==> src/rtl/ycr_clk_ctrl_pkg.sv <==
// Shared types and constants for the source-side clock-gate control path.
package ycr_clk_ctrl_pkg;

    typedef enum logic [1:0] {
        ST_ACTIVE,
        ST_QUIET,
        ST_IDLE,
        ST_WAKE
    } idle_st_t;

    localparam int TMR_W  = 8;
    localparam int WAKE_W = 4;

    // Wake default covers the gate's 2-flop synchronisers plus margin.
    localparam logic [TMR_W-1:0]  IDLE_CYC_DEF = 8'd8;
    localparam logic [WAKE_W-1:0] WAKE_CYC_DEF = 4'd3;

endpackage

==> src/rtl/ycr_idle_timer.sv <==
// Loadable down-counter shared by the QUIET and WAKE phases; holds at zero.
module ycr_idle_timer
    import ycr_clk_ctrl_pkg::*;
(
    input  logic             clk,
    input  logic             rst,
    input  logic             load,
    input  logic [TMR_W-1:0] load_val,
    input  logic             dec,
    output logic             zero
);

    logic [TMR_W-1:0] timer_q;
    logic [TMR_W-1:0] timer_d;

    always_comb begin
        timer_d = timer_q;
        if (load) begin
            timer_d = load_val;
        end else if (dec && (timer_q != '0)) begin
            timer_d = timer_q - TMR_W'(1);
        end
    end

    always_ff @(posedge clk) begin
        if (rst) begin
            timer_q <= '0;
        end else begin
            timer_q <= timer_d;
        end
    end

    assign zero = (timer_q == '0);

endmodule

==> src/rtl/ycr_clk_idle_mon.sv <==
// Tracks in-flight requests, declares the destination idle after a quiet
// period and stalls upstream while the clock gate wakes the destination.
module ycr_clk_idle_mon
    import ycr_clk_ctrl_pkg::*;
#(
    parameter int MAX_OUTSTD = 8,
    parameter int CW         = 4
) (
    input  logic              clk,
    input  logic              rst,
    input  logic              cfg_enb,
    input  logic [TMR_W-1:0]  cfg_idle_cyc,
    input  logic [WAKE_W-1:0] cfg_wake_cyc,
    input  logic              up_req_vld,
    output logic              up_req_rdy,
    output logic              dn_req_vld,
    input  logic              dn_req_rdy,
    input  logic              dn_rsp_vld,
    input  logic              ext_wake,
    output logic              dst_idle,
    output logic              src_req,
    output logic [CW-1:0]     outstd_cnt,
    output logic              err_unf
);

    localparam logic [CW-1:0] MAX_CNT = CW'(MAX_OUTSTD);

    idle_st_t         st_q, st_d;
    logic [CW-1:0]    cnt_q, cnt_d;
    logic             err_q, err_d;
    logic             dst_idle_q, src_req_q;
    logic             open_st, acc, rsp;
    logic             tmr_load, tmr_dec, tmr_zero;
    logic [TMR_W-1:0] tmr_val;

    assign open_st    = (st_q == ST_ACTIVE) || (st_q == ST_QUIET);
    assign dn_req_vld = up_req_vld & open_st;
    assign up_req_rdy = dn_req_rdy & open_st & (cnt_q != MAX_CNT);
    assign acc        = up_req_vld & up_req_rdy;
    assign rsp        = dn_rsp_vld;

    // A response with nothing outstanding is a protocol error; the count stays at zero.
    always_comb begin
        cnt_d = cnt_q;
        err_d = err_q;
        if (acc && !rsp) begin
            cnt_d = cnt_q + CW'(1);
        end else if (rsp && !acc) begin
            if (cnt_q != '0) begin
                cnt_d = cnt_q - CW'(1);
            end else begin
                err_d = 1'b1;
            end
        end
    end

    always_comb begin
        st_d     = st_q;
        tmr_load = 1'b0;
        tmr_val  = cfg_idle_cyc;
        tmr_dec  = 1'b0;
        case (st_q)
            ST_ACTIVE: begin
                if (cfg_enb && (cnt_d == '0) && !acc && !rsp && !ext_wake) begin
                    st_d     = ST_QUIET;
                    tmr_load = 1'b1;
                    tmr_val  = cfg_idle_cyc;
                end
            end
            ST_QUIET: begin
                // Any sign of traffic, even a request not yet accepted, aborts the countdown.
                if (acc || rsp || ext_wake || !cfg_enb || up_req_vld) begin
                    st_d = ST_ACTIVE;
                end else if (tmr_zero) begin
                    st_d = ST_IDLE;
                end else begin
                    tmr_dec = 1'b1;
                end
            end
            ST_IDLE: begin
                if (up_req_vld || ext_wake || !cfg_enb) begin
                    st_d     = ST_WAKE;
                    tmr_load = 1'b1;
                    tmr_val  = {{(TMR_W-WAKE_W){1'b0}}, cfg_wake_cyc};
                end
            end
            ST_WAKE: begin
                if (tmr_zero) begin
                    st_d = ST_ACTIVE;
                end else begin
                    tmr_dec = 1'b1;
                end
            end
            default: st_d = ST_ACTIVE;
        endcase
    end

    ycr_idle_timer u_timer (
        .clk      (clk),
        .rst      (rst),
        .load     (tmr_load),
        .load_val (tmr_val),
        .dec      (tmr_dec),
        .zero     (tmr_zero)
    );

    always_ff @(posedge clk) begin
        if (rst) begin
            st_q       <= ST_ACTIVE;
            cnt_q      <= '0;
            err_q      <= 1'b0;
            dst_idle_q <= 1'b0;
            src_req_q  <= 1'b0;
        end else begin
            st_q       <= st_d;
            cnt_q      <= cnt_d;
            err_q      <= err_d;
            dst_idle_q <= (st_d == ST_IDLE);
            src_req_q  <= (st_d == ST_WAKE);
        end
    end

    assign dst_idle   = dst_idle_q;
    assign src_req    = src_req_q;
    assign outstd_cnt = cnt_q;
    assign err_unf    = err_q;

endmodule

==> config.mk <==
export PLATFORM = sky130hd
export DESIGN_NAME = ycr_clk_idle_mon
export DESIGN_NICKNAME = d
export VERILOG_FILES = /design/src/rtl/ycr_clk_ctrl_pkg.sv /design/src/rtl/ycr_idle_timer.sv /design/src/rtl/ycr_clk_idle_mon.sv
export SDC_FILE = /design/constraint.sdc
export NUM_CORES = 1
export LEC_CHECK = 0
export CAP_MARGIN = 10
export CORE_ASPECT_RATIO = 1.75
export CORE_UTILIZATION = 49
export DETAILED_ROUTE_END_ITERATION = 16
export PLACE_DENSITY = 0.9
export SYNTH_ARGS = -nofsm -noshare
export SYNTH_HDL_FRONTEND = slang
export SYNTH_SLANG_ARGS = --single-unit
==> constraint.sdc <==
create_clock -name clk -period 3.2 [get_ports clk]
set_clock_uncertainty 0.2 [all_clocks]
set_input_delay 0.64 -clock clk [delete_from_list [all_inputs] [get_ports clk]]
set_output_delay 0.64 -clock clk [all_outputs]
set_load 0.01 [all_outputs]
# Word level (Yosys, flattened, before mapping)
# Cells that the tools add are included.
totals:
  output_inout_bits: 9
  regBits: 17
  wordCells: 65
  in_bits: 19
classes:
  bitwise_logic: 6
  eq_ne: 6
  n_reduce_logical: 25
  muxes: 19
  add_sub_neg: 3
ops:
  columns: ["cell", "count"]
  rows:
  - ["$mux 8", 4]
  - ["$mux 4", 3]
  - ["$mux 2", 5]
  - ["$eq 2x2->1 const B", 4]
  - ["$logic_not 8->1", 1]
  - ["$pmux 2 s4", 1]
  - ["$reduce_bool 8->1", 1]
  - ["$sub 8x1->8 const B", 1]
  - ["$logic_and 1x1->1", 7]
  - ["$logic_or 1x1->1", 7]
  - ["$add 4x1->4 const B", 1]
  - ["$and 1x1->1", 4]
  - ["$logic_not 1->1", 4]
  - ["$logic_not 4->1", 1]
  - ["$mux 1", 4]
  - ["$ne 4x4->1 const B", 1]
  - ["$pmux 1 s2", 2]
  - ["$reduce_bool 4->1", 1]
  - ["$sub 4x1->4 const B", 1]
  - ["$reduce_and 3->1", 1]
  - ["$eq 2x1->1 const B", 1]
  - ["$logic_not 2->1", 1]
  - ["$not 1->1", 2]
  - ["$reduce_bool 2->1", 1]

# Depth between registers and ports, before layout
depth:
  depth_word: 17
  mapped_depth: 9
  depth_no_buf: 8

# By module
# From an unflattened synthesis, not the netlist that was laid out.
hier_totals:
  hier_cells: 154
  area_unflattened_um2: 1290.0
by_module_without_submodules:
  columns: ["module", "seq_area_each_um2", "instances", "area_per_inst_um2", "cells_per_inst"]
  rows:
  - ["ycr_clk_idle_mon", 180.2, 1, 774.5, 95]
  - ["ycr_idle_timer", 160.2, 1, 515.5, 59]

# Worst setup path before layout
# Ideal clock, no wire load.
synth_path:
  path_type: "input -> register"
  startpoint: "in ext_wake"
  endpoint: "reg u_timer.timer_q[1]"
  setup_ns: 0.062
  arrival_time_ns: 2.340
  path_stages: 6
  path_buffers: 0
  t_required_ns: 2.938
  slack_ns: 0.598
  path_cell_list: "or4b_1 or3_1 a211oi_2 o221ai_2 or4b_1 nand3_1"
synth_via:
  elab_chain_len: 7
  elab_cells_between_ends: 17
  classes_between: "mux: 8; reduce/logical: 9"
synth_lines:
  columns: ["element", "line_no", "text"]
  rows:
  - ["from (decl)", "ycr_clk_idle_mon.sv:19", "input logic ext_wake,"]
  - ["$logic_or 1x1->1 (3 in series)", "ycr_clk_idle_mon.sv:72", "if (acc || rsp || ext_wake || !cfg_enb || up_req_vld) begin"]
  - ["$mux 1", "ycr_clk_idle_mon.sv:72", null]
  - ["$pmux 1 s2", "ycr_clk_idle_mon.sv:62", "case (st_q)"]
  - ["$logic_and 1x1->1", "ycr_idle_timer.sv:20", "end else if (dec && (timer_q != '0)) begin"]
  - ["$reduce_bool 2->1 (no line)", null, null]
  - ["to (signal assigned)", "ycr_idle_timer.sv:29", "timer_q <= timer_d;"]
  - ["to (decl)", "ycr_idle_timer.sv:13", "logic [TMR_W-1:0] timer_q;"]
# Several ways; a longest one is shown, not always the timed one.
# A chain may end at the register's enable or synchronous reset.

# Worst setup path in the final report
layout_path:
  startpoint: "in ext_wake"
  endpoint: "reg u_timer.timer_q[2]"
# The elaborated chain is that of the path after synthesis.

==> key figures <==
Worst setup path
  • Worst Path Required: 3200 ps
  • CP Data Arrival Time: 2970 ps
  • Startpoint Class: input pin
  • Worst Path Max Fanout: 9
  • WP buf/inv: 1
  • Crit-path slowest cell: or4b_1
  • Cell mode on critical path: or4b_1
  • Cell chain of the critical path: clkdlybuf4s50_1 -> or4b_1 -> or3_1 -> a211oi_2 -> o221ai_2 -> or4b_1 -> nand3_1
  • Kind of critical path: input pin to register
  • Crit path max-delay family: simple AND/OR/NAND/NOR gates
  • Setup crit end kind: register
  • Max incr delay on CP: 560 ps

Synthesis
  • Synth Area per Inst: 8.38 µm²
  • Synth area leaders: dfxtp_1, mux2i_1, nor2_1
  • Synth unique cells: 44
  • Synth Register Bits: 17
  • Synth Warn #: 0
  • Post-synth EDFFs: 0
  • Ys async rst share: 0%
  • Synthesized area: 1210 µm²
  • Syn nets: 167
  • Mapped Cells: 144
  • Synth top area share: 28.2%
  • Seq/Total Area, Yosys: 28.2%
  • Main flop type after synthesis: dfxtp_1
  • Cell taking the most area after synthesis: dfxtp_1

Clock tree
  • Hold_buf cts: 0
  • Setup bufs post-CTS: 0
  • Clock-pin slew on the worst setup and hold paths: 60 ps
  • Cts bufs inserted: 3
  • CTS H-tree lvls: 1
  • PostCTS Resize Cnt: 0
  • Root Driver: clkbuf_8
  • Worst-skew pair later-pin latency: 250 ps
  • TritonCTS clock tree: yes
  • # clock sinks: 17
  • Clk buf depth: 2

Layout
  • Sequential Area: 340 µm²
  • Post-route insts no fill: 202
  • Area growth from synthesis to layout: 31.1%
  • Fill cell count: 204
  • # diodes: 0
  • Nets: 201
  • Layout cells sized above 1: 9.60%
  • Most frequent cells in the layout: clkdlybuf4s50_1, dfxtp_1, nor2_1
  • Fin util: 68.7%
  • Commonest non-fill, non-tap cell in the layout: clkdlybuf4s50_1
  • Area of the multi-input gates: 808 µm²

Drt
  • Top Metal Used: met4
  • WL met2: 1790 µm
  • DR vias/cell: 6.28
  • DRC Markers: 0
  • Via count: 1,269
  • Final WL: 3200 µm
  • Final antenna-violating net count: 0
  • Met3 WL: 144 µm
  • Met1 Wirelength: 1170 µm
  • Routed len/inst: 15.8 µm
  • First-pass iteration count of the detailed router: 4
  • Starting DRT DRC Count: 35

Power and ir drop
  • Clk pwr share: 21.6%
  • Power density cells: 469 nW/µm²
  • Int Pwr: 474 µW
  • Sw Pwr: 267 µW
  • PnR Total Power: 741 µW
  • Sw frac: 36.0%
  • Sequential Power Share: 36.9%
  • Combinational share of power: 41.5%
  • Leak Pwr: 0.000633 µW
  • Maximum vdd ir drop: 442 µV

Place
  • DP Worst Slack: -15.9 ps
  • DP Cell Count: 198
  • PortBufs: 27
  • GPL Wtd Cong: 0.764
  • Final HPWL DP: 2460 µm

Floorplanning
  • Initial Util: 52.4%
  • Std cell rows: 23
  • Die Ht: 67.6 µm
  • Die width: 39.5 µm
  • # IOs: 28
  • Core Footprint: 2300 µm²
  • Die ar.: 2670 µm²

STA
  • Peak Freq: 336 MHz
  • Final Max Tran Viols: 0
  • RSZ-0062 raised after global routing: no
  • Slew @ Worst Pin: 583 ps
  • Final setup violation count: 0
  • Final Cycle Share: 92.9%
  • Setup tns final: 0 ps
  • Minimum clock period: 2970 ps
  • Final Hold Fails: 0
  • Worst setup margin: 227 ps
  • Max-slew headroom: 60.9%

Job
  • Max-Cap Viols: 0

GRT
  • Initial antenna violation count: 0
  • Vias in the first global route: 1,243
  • Largest net degree at the start of global routing: 14
  • Global-route wire length before repair: 5140 µm
  • Global route overflow: 0
  • GR Util All Layers: 27.7%

Outcome
  • Outcome: complete, no violations

Min path
  • Tightest Hold Check Type: register to register
-- stage by stage --
step | cell area (µm²) | hold WS [ps]
finish | 1580 | 278
global route | 1580 | 332
CTS | 1580 | 286
detailed placement | 1540 | 269
global placement | 1540 | 276
floorplan | 1210 | 311
-- kinds of logic after synthesis --
family          after synthesis  synth area share, %
fa+ha+maj                     4                 4.15
compound gates               24                 15.6
simple gates                 70                 34.5
flops                        17                 28.2
mux                          10                 8.40
buf+inv                      13                 4.77
xor+xnor                      6                 4.36
-- worst paths after layout --
path / cells after the start / endpoint / slack, ps / from
setup reg to reg: 8 / u_timer.timer_q[2]$_SDFFE_PP0P_ / 540 / outstd_cnt[1]$_SDFF_PP0_
setup / recovery: 7 / u_timer.timer_q[2]$_SDFFE_PP0P_ / 230 / ext_wake
hold reg to reg: 2 / err_unf$_SDFFE_PP0P_ / 280 / err_unf$_SDFFE_PP0P_
hold / removal: 2 / err_unf$_SDFFE_PP0P_ / 280 / err_unf$_SDFFE_PP0P_
-- cell usage after synthesis (all sizes together), types with 2 or more instances --
| library cell | n |
|---|---|
| nor3b | 3 |
| nor3 | 4 |
| ha | 4 |
| nand4 | 3 |
| nand2b | 7 |
| nand4b | 2 |
| a31oi | 4 |
| nor2b | 2 |
| or4b | 4 |
| a21oi | 4 |
| nor2 | 15 |
| a31o | 2 |
| nand2 | 5 |
| and2 | 2 |
| mux2i | 9 |
| a311o | 2 |
| nand3b | 4 |
| o21a | 2 |
| inv | 7 |
| buf | 2 |
| nand3 | 7 |
| nor4 | 3 |
| and3b | 2 |
| nor4b | 3 |
| xnor2 | 5 |
| o21ai | 2 |
| dfxtp | 17 |
| clkbuf | 4 |
-- routing by layer --
layer | global-route usage [%] | vias to the layer above
met5 | 0 | -
met4 | 15.1 | 0
met3 | 5.59 | 11
met2 | 52.0 | 43
met1 | 25.3 | 612
li1 | - | 603
-- worst reg2reg max path: stages (launching register included) --
cell and delay, ps:
dfxtp_1 450, inv_1 110, ha_1 340, nor2_1 110, nor2_1 60, o32ai_1 440, o221ai_2 290, or4b_1 530
nand3_1 90
-- power by group through the flow --
stage | combinational (µW) | clock, µW | sequential (µW)
2_1_floorplan | 200 | 0 | 269
3_3_place_gp | 291 | 0 | 275
3_5_place_dp | 304 | 0 | 278
4_1_cts | 306 | 162 | 273
5_1_grt | 341 | 172 | 278
6_report | 308 | 160 | 273
-- sequential cells by signal, indices dropped and copies added (netlist names) --
signal	count
dst_idle	1
src_req	1
u_timer.timer_q	8
err_unf	1
st_q	2
outstd_cnt	4
-- final cells by class --
cell class | instances | area share (%)
clock buffers | 4 | 2.85
inverters | 7 | 1.66
multi-input cells | 114 | 51.1
flip-flops and latches | 17 | 21.5
well taps | 25 | 1.98
repair buffers | 35 | 20.9
Note: power is estimated with default switching activity, not from simulation.
